$ cat src/rtl/avg_pkg.sv
// Shared widths, saturation limits and the round/shift/saturate helper for the
// signed sum averager and its bench model.
package avg_pkg;

  localparam int unsigned SUM_W = 15;
  localparam int unsigned OUT_W = 12;
  localparam int unsigned SHIFT = 3;

  localparam int SAT_MAX_I = (2 ** (OUT_W - 1)) - 1;
  localparam int SAT_MIN_I = -(2 ** (OUT_W - 1));

  localparam logic signed [OUT_W-1:0] SAT_MAX = OUT_W'(SAT_MAX_I);
  localparam logic signed [OUT_W-1:0] SAT_MIN = OUT_W'(SAT_MIN_I);

  // Round half toward +inf at SUM_W+1 bits, arithmetic shift, then clamp.
  function automatic logic signed [OUT_W-1:0] round_shift_sat(input logic signed [SUM_W-1:0] s);
    logic signed [SUM_W:0] ext;
    logic signed [SUM_W:0] shf;
    int                    shf_i;
    ext   = $signed({s[SUM_W-1], s}) + $signed((SUM_W + 1)'(1 << (SHIFT - 1)));
    shf   = ext >>> SHIFT;
    shf_i = int'(shf);
    if (shf_i > SAT_MAX_I) begin
      return SAT_MAX;
    end else if (shf_i < SAT_MIN_I) begin
      return SAT_MIN;
    end
    return OUT_W'(shf_i);
  endfunction

endpackage

$ cat src/rtl/sync_fifo.sv
// Synchronous FIFO with count-based full/empty; push while full is accepted
// only when a pop happens in the same cycle.
module sync_fifo #(
  parameter int unsigned DEPTH = 4,
  parameter int unsigned W     = 12
) (
  input  logic                       clk,
  input  logic                       rst,
  input  logic                       push,
  input  logic                       pop,
  input  logic [W-1:0]               din,
  output logic [W-1:0]               dout,
  output logic                       full,
  output logic                       empty,
  output logic [$clog2(DEPTH):0]     count
);

  localparam int unsigned AW = $clog2(DEPTH);

  logic [W-1:0]  mem [DEPTH];
  logic [AW-1:0] wr_ptr;
  logic [AW-1:0] rd_ptr;
  logic [AW:0]   cnt;
  logic          do_push;
  logic          do_pop;

  assign empty   = (cnt == '0);
  assign full    = (cnt == (AW + 1)'(DEPTH));
  assign do_pop  = pop && !empty;
  assign do_push = push && (!full || do_pop);
  assign dout    = mem[rd_ptr];
  assign count   = cnt;

  // Pointers wrap naturally because DEPTH is a power of two.
  always_ff @(posedge clk) begin
    if (rst) begin
      wr_ptr <= '0;
      rd_ptr <= '0;
      cnt    <= '0;
    end else begin
      if (do_push) wr_ptr <= wr_ptr + AW'(1);
      if (do_pop)  rd_ptr <= rd_ptr + AW'(1);
      cnt <= cnt + (AW + 1)'(do_push) - (AW + 1)'(do_pop);
    end
  end

  always_ff @(posedge clk) begin
    if (do_push) mem[wr_ptr] <= din;
  end

endmodule

$ cat src/rtl/signed_sum_averager.sv
// Turns each 8-sample signed sum into a rounded, saturated mean and queues it
// for a valid/ready consumer, counting results lost to a full queue.
module signed_sum_averager
  import avg_pkg::*;
#(
  parameter int unsigned SUM_W = avg_pkg::SUM_W,
  parameter int unsigned OUT_W = avg_pkg::OUT_W,
  parameter int unsigned SHIFT = avg_pkg::SHIFT,
  parameter int unsigned DEPTH = 4,
  parameter int unsigned CNT_W = 8
) (
  input  logic             clk,
  input  logic             rst,
  input  logic [SUM_W-1:0] sum,
  input  logic             sum_valid,
  output logic [OUT_W-1:0] avg_out,
  output logic             avg_valid,
  input  logic             avg_ready,
  output logic             fifo_full,
  output logic [CNT_W-1:0] drop_count
);

  localparam int unsigned AW = $clog2(DEPTH);

  logic [OUT_W-1:0] stage_data;
  logic             stage_valid;
  logic [OUT_W-1:0] head;
  logic             q_full;
  logic             q_empty;
  logic [AW:0]      q_count;
  logic             pop;
  logic             drop;

  // Stage 1: mean of the incoming sum, registered with its qualifier.
  always_ff @(posedge clk) begin
    if (rst) begin
      stage_valid <= 1'b0;
      stage_data  <= '0;
    end else begin
      stage_valid <= sum_valid;
      if (sum_valid) stage_data <= round_shift_sat(sum);
    end
  end

  assign pop  = avg_valid && avg_ready;
  assign drop = stage_valid && q_full && !pop;

  sync_fifo #(
    .DEPTH (DEPTH),
    .W     (OUT_W)
  ) u_fifo (
    .clk   (clk),
    .rst   (rst),
    .push  (stage_valid),
    .pop   (pop),
    .din   (stage_data),
    .dout  (head),
    .full  (q_full),
    .empty (q_empty),
    .count (q_count)
  );

  assign avg_valid = !q_empty;
  assign avg_out   = q_empty ? '0 : head;
  assign fifo_full = (q_count == (AW + 1)'(DEPTH));

  always_ff @(posedge clk) begin
    if (rst) begin
      drop_count <= '0;
    end else if (drop && (drop_count != '1)) begin
      drop_count <= drop_count + CNT_W'(1);
    end
  end

endmodule

$ cat config.mk
export PLATFORM = sky130hd
export DESIGN_NAME = signed_sum_averager
export DESIGN_NICKNAME = d
export VERILOG_FILES = /design/src/rtl/avg_pkg.sv /design/src/rtl/sync_fifo.sv /design/src/rtl/signed_sum_averager.sv
export SDC_FILE = /design/constraint.sdc
export NUM_CORES = 1
export LEC_CHECK = 0
export ABC_AREA = 1
export CORE_ASPECT_RATIO = 0.8
export CORE_MARGIN = 4
export CORE_UTILIZATION = 40
export CTS_CLUSTER_DIAMETER = 30
export DETAILED_ROUTE_END_ITERATION = 16
export SLEW_MARGIN = 5
export SYNTH_ARGS = -nofsm -noshare
export SYNTH_HDL_FRONTEND = slang
export SYNTH_SLANG_ARGS = --single-unit
$ cat constraint.sdc
create_clock -name clk -period 4.7 [get_ports clk]
set_input_delay 0.705 -clock clk [delete_from_list [all_inputs] [get_ports clk]]
set_output_delay 0.705 -clock clk [all_outputs]
set_load 0.005 [all_outputs]
After elaboration in Yosys (flattened, before gate mapping)
Memories as Yosys holds them, arrays and structs flattened. A register that Yosys moved wholly into a read port is not among the register bits. Cells that the tools add are included.

Add/sub/neg operators: 6. $mul: 0. Divide/modulo/power cells: 0. Order comparisons: 2. Equal/unequal tests: 2. Shift operators: 0. Muxes and demuxes: 12. Bitwise gates (word level): 0. Reduce and logical (&&, ||, !) cells: 11.

Operator list (number): 12-bit two-way mux (4); 15-bit by 4-bit adder with 16-bit output (second input constant) (1); 13-bit by 12-bit > comparator with 1-bit output (second input constant) (1); 13-bit by 12-bit < comparator with 1-bit output (second input constant) (1); 8-bit by 1-bit adder with 8-bit output (second input constant) (1); 8-bit inequality test (second input constant) (1); 1-bit logical AND (6); 1-bit two-way mux (6); 2-bit by 1-bit adder with 2-bit output (second input constant) (2); 2-bit two-way mux (2); 3-bit by 1-bit adder with 3-bit output (1); 3-bit equality test (second input constant) (1); 1-bit logical NOT (3); 3-bit logical NOT (1); 3-bit by 1-bit subtractor with 3-bit output (1); 1-bit logical OR (1).

Flip-flop bits (word level): 28. Bits in latches: 0. Memory bits (writable): 48. Bits in read-only memories: 0. Word-level logic and storage cells: 40. Memories kept: 1.

Memory list: u_fifo.mem (depth 4, width 12, rd ports 1, clocked after memory_dff 1, write ports 1, RTL line sync_fifo.sv:20) `logic [W-1:0] mem [DEPTH];`.

Depth between registers and ports, before layout
Word-level depth: 8. Gate-level depth with buffers: 11. Mapped depth without buffers: 11.

Cells and area by module
From an unflattened synthesis, not the netlist that was laid out.

Cell total of the unflattened synthesis: 428. Area, all modules: 3698.5 um2.

By module, submodules not included: sync_fifo (instances 1, cells each 185, area an instance 2287.2 um2, sequential area each 1621.6 um2); signed_sum_averager (instances 1, cells each 243, area an instance 1411.4 um2, sequential area each 420.4 um2).

Worst setup path after synthesis
Ideal clock, no wire load.

Path kind: input to register. From: input avg_ready. To: register u_fifo.cnt[2], in the netlist u_fifo.count[2]. Setup time: 0.120 ns. Data arrival time: 2.030 ns. Data required time: 4.580 ns. Setup slack: 2.550 ns. Cell stages on the path: 9. Path buffers: 0. Cells stage by stage: inv_1 > nor2_1 > ha_1 > inv_1 > ha_1 > inv_1 > fa_1 > o21ai_0 > a21oi_1.

Longest elaborated chain between the ends: 6.

Ends and longest elaborated chain: start: declaration (RTL line signed_sum_averager.sv:18) `input logic avg_ready,`; 1-bit logical AND * (RTL line signed_sum_averager.sv:45) `assign pop = avg_valid && avg_ready;`; 1-bit logical AND * (RTL line sync_fifo.sv:29) `assign do_pop = pop && !empty;`; named net u_fifo.do_pop (RTL line sync_fifo.sv:25) `logic do_pop;`; 1-bit logical OR (RTL line sync_fifo.sv:30) `assign do_push = push && (!full || do_pop);`; 1-bit logical AND (RTL line sync_fifo.sv:30); 3-bit by 1-bit adder with 3-bit output (RTL line sync_fifo.sv:43) `cnt <= cnt + (AW + 1)'(do_push) - (AW + 1)'(do_pop);`; 3-bit by 1-bit subtractor with 3-bit output * (RTL line sync_fifo.sv:43); end signal: assignment (RTL line sync_fifo.sv:43); end: declaration (RTL line sync_fifo.sv:23) `logic [AW:0] cnt;`.

Mark *: on every way through the listed nets, which the timed path passes. The rest lies on a longest branch. A chain may end at the register's enable or synchronous reset.

==> out/qor.log <==
INFO  timing         clock-skew-final=0.00918ns
INFO  cts            cts.sink_count=78
INFO  floorplanning  die_h=92.7um
INFO  synthesis      ys_seq_area_share=56.9%
INFO  grt            grt_antenna_before_repair=0
INFO  floorplanning  core-area=8600um^2
INFO  cts            tritoncts=built
INFO  cells_and_area fraction_of_layout_cells_with_a_size_suffix_above_1=8.94%
INFO  synthesis      netlist_top_cells_area=edfxtp_1 40%, dfxtp_1 17%, nor2_1 8.4%
INFO  place          buffer_ports.inserted=38
INFO  cells_and_area nNetsFinal=459
INFO  floorplanning  top_level_ports=41
INFO  floorplanning  initial_utilization=41.7%
INFO  place          hpwl=5120um
INFO  route          initialDrtViolationCount=138
INFO  place          place.gp.congestion=0.848
INFO  floorplanning  rows=30
INFO  timing         fmaxAchievable=316MHz
INFO  floorplanning  design.die.area=10600um^2
INFO  worst_setup_path worstRegToRegCells=9
INFO  pwr            power.density_cell_area=410nW/um^2
INFO  worst_setup_path timing.critical_path.arrival=2.46ns
INFO  route          detail_route.vias_per_cell=4.83
INFO  timing         time_the_worst_path_needs_with_i_o_delays_and_setup=3.16ns
INFO  timing         setup_tns=0ns
INFO  cts            setup_repair_bufs_after_cts=0
INFO  worst_setup_path worst_setup_path_category=register to output pin
INFO  pwr            peakVddDrop=0.000186V
INFO  grt            gr-usage-met3=3.85%
INFO  synthesis      async_flop_share=0%
INFO  synthesis      synth_area_per_cell=9.15um^2
INFO  route          count_of_antenna_violating_nets_left_after_detailed_routing=0
INFO  cells_and_area antennaDiodeCount=0
INFO  grt            wire_length_of_the_first_global_routing_pass=12300um
INFO  synthesis      synth_top_cell_area_share=40.2%
INFO  synthesis      synth-edff-count=48
INFO  worst_setup_path ff2ff_setup_slack=1.73ns
INFO  synthesis      postSynthRegisterBits=78
INFO  timing         hold_viol=0
INFO  cts            maximum_number_of_buffers_from_clock_root_to_sink=2
INFO  cts            path_clk_slew=0.08ns
INFO  synthesis      mappedNetlistNets=420
INFO  cts            post_cts_resized=0
INFO  cts            hold_buffers=0
INFO  synthesis      ys.warnings.count=0
INFO  route          drtPass1Iterations=5
INFO  cts            cts_root_buf=clkbuf_8
INFO  synthesis      synth_most_common_cell=nor2_1
INFO  cts            clock_latency=0.34ns
INFO  worst_setup_path cp_max_fo=13
INFO  outcome        outcome=complete, no violations
INFO  floorplanning  dieWidth=114um
INFO  synthesis      syn_area=3590um^2
INFO  synthesis      synth_cell_types=26
INFO  worst_setup_path reg2reg_capture_point=u_fifo.count[2]
INFO  grt            grt_most_used_layer=met2
INFO  timing         worstMarginPinSlew=1.19ns
INFO  grt            grtUsageMet1=21.2%
INFO  grt            first_global_vias=2500
INFO  grt            grt_start_max_net_pins=25
INFO  worst_hold_path hold_start=u_fifo.rd_ptr[1]
INFO  worst_setup_path timing.critical_path.to_type=output pin
INFO  synthesis      synth.top_cells.by_count=80 x nor2_1, 58 x nand2_1, 48 x edfxtp_1
INFO  synthesis      synthDominantAreaCellType=edfxtp_1
INFO  worst_hold_path min_delay_path_depth=2
INFO  route          wirelength=7500um
INFO  timing         hold_ws=0.468ns
INFO  timing         grt_setup_unrepaired=false
INFO  route          wl_per_cell=13.7um
INFO  route          detailroute.via_count=2645
INFO  synthesis      dominantRegCellSynth=edfxtp_1
INFO  timing         report.final.slew_viol_count=0
INFO  worst_hold_path worst_hold_path_type=register to register
INFO  timing         timing.final.setup_violations=0
INFO  pwr            total_leakage_power=1.64nW
INFO  worst_setup_path cp_data_required_time=3.99ns
INFO  timing         fin_crit_sh=67.3%
INFO  cells_and_area syn_to_final_growth=18.7%
INFO  run            maxCapViolCount=0
INFO  worst_hold_path holdPathEnd=u_fifo.rd_ptr[1]
INFO  grt            use_met2=22.8%
INFO  grt            grtUsageTotal=15.1%
INFO  cts            cts-buffers-inserted=9
INFO  synthesis      syn_inst=392
INFO  timing         max-slew-margin-rel=20.3%
INFO  grt            overflow=0
INFO  worst_setup_path worstSetupStartpointType=register
INFO  cts            cts-htree-levels=3
INFO  route          drc_errors=0
INFO  worst_setup_path r2r_start=u_fifo.count[1]
[placed cells by master, fill, tap and decap left out]
master / instances
nand2_2: 6
nor3_1: 1
buf_4: 2
a21oi_2: 2
o21bai_1: 1
nand3_1: 11
xnor2_1: 4
clkinvlp_4: 2
nand3_2: 1
nand4_1: 3
nor2_1: 80
fa_1: 1
nand2_1: 58
o21ai_0: 37
clkinv_2: 1
nor3_2: 2
clkdlybuf4s50_1: 38
ha_1: 8
nand4_2: 1
clkinv_4: 1
inv_1: 40
a21oi_1: 28
nor2_2: 3
inv_2: 2
nor2_4: 6
edfxtp_1: 48
clkinv_1: 1
clkbuf_1: 1
dfxtp_1: 30
xor2_1: 7
bufinv_16: 1
clkbuf_8: 9
[metal layers]
layer	routed length (um)	up-vias	part of all wire [%]
li1	-	1359	-
met1	3790	1227	51
met2	3260	57	43
met3	405	2	5.4
met4	47	0	0.63
met5	0	-	0
[cell families after synthesis]
family,after synthesis,share of synthesized area [%]
compound gates,68,9.77
simple gates,172,21.3
flops,78,56.9
buf+inv,54,5.97
fa+ha+maj,9,3.35
xor+xnor,11,2.69
[metrics by stage]
stage,setup slack (ns),power [mW],util [%],area [um^2],std cells
6_report,1.54,1.74,49.5,4260,548
5_1_grt,1.35,1.85,49.5,4260,548
4_1_cts,1.50,1.76,49.5,4260,548
3_5_place_dp,1.70,1.29,47.3,4070,532
3_3_place_gp,1.80,1.27,47.3,4070,532
2_1_floorplan,2.55,1.06,-,3590,392
[worst max-delay path by stage]
stage                          from  cells after the start               end
floorplan                 avg_ready                      9   u_fifo.count[2]
global placement          avg_ready                      5  u_fifo.mem[3][3]
detailed placement  u_fifo.count[1]                      9   u_fifo.count[2]
CTS                        register                      5        avg_out[5]
global route               register                      5        avg_out[4]
finish                     register                      5        avg_out[5]
[sequential cells by signal, summed over array words and instances (netlist names), named ones only]
register / cells
u_fifo.mem: 48
u_fifo.rd_ptr: 2
drop_count: 8
stage_data: 12
stage_valid: 1
u_fifo.count: 3
u_fifo.wr_ptr: 2
[worst max-delay path, stage by stage, from the launching register on]
cell,delay (ns)
dfxtp_1,0.69
inv_1,0.40
nor2_1,0.18
o21ai_0,0.10
a21oi_1,0.21
clkdlybuf4s50_1,0.54
[layout make-up]
type | count | area, um^2
tap | 112 | 140
sequential | 78 | 2040
clock inverter | 6 | 62.6
fill | 844 | 4340
inverter | 42 | 158
clock buffer | 10 | 128
multi-input combinational | 260 | 1330
timing repair buffer | 40 | 395
[where the power goes]
part	internal, mW	switching [mW]	leakage, nW
Clock	0.244	0.231	0.0899
Combinational	0.209	0.233	0.863
Sequential	0.774	0.0529	0.691
Total	1.23	0.517	1.64
No activity file was read; power rests on OpenSTA's default activity.
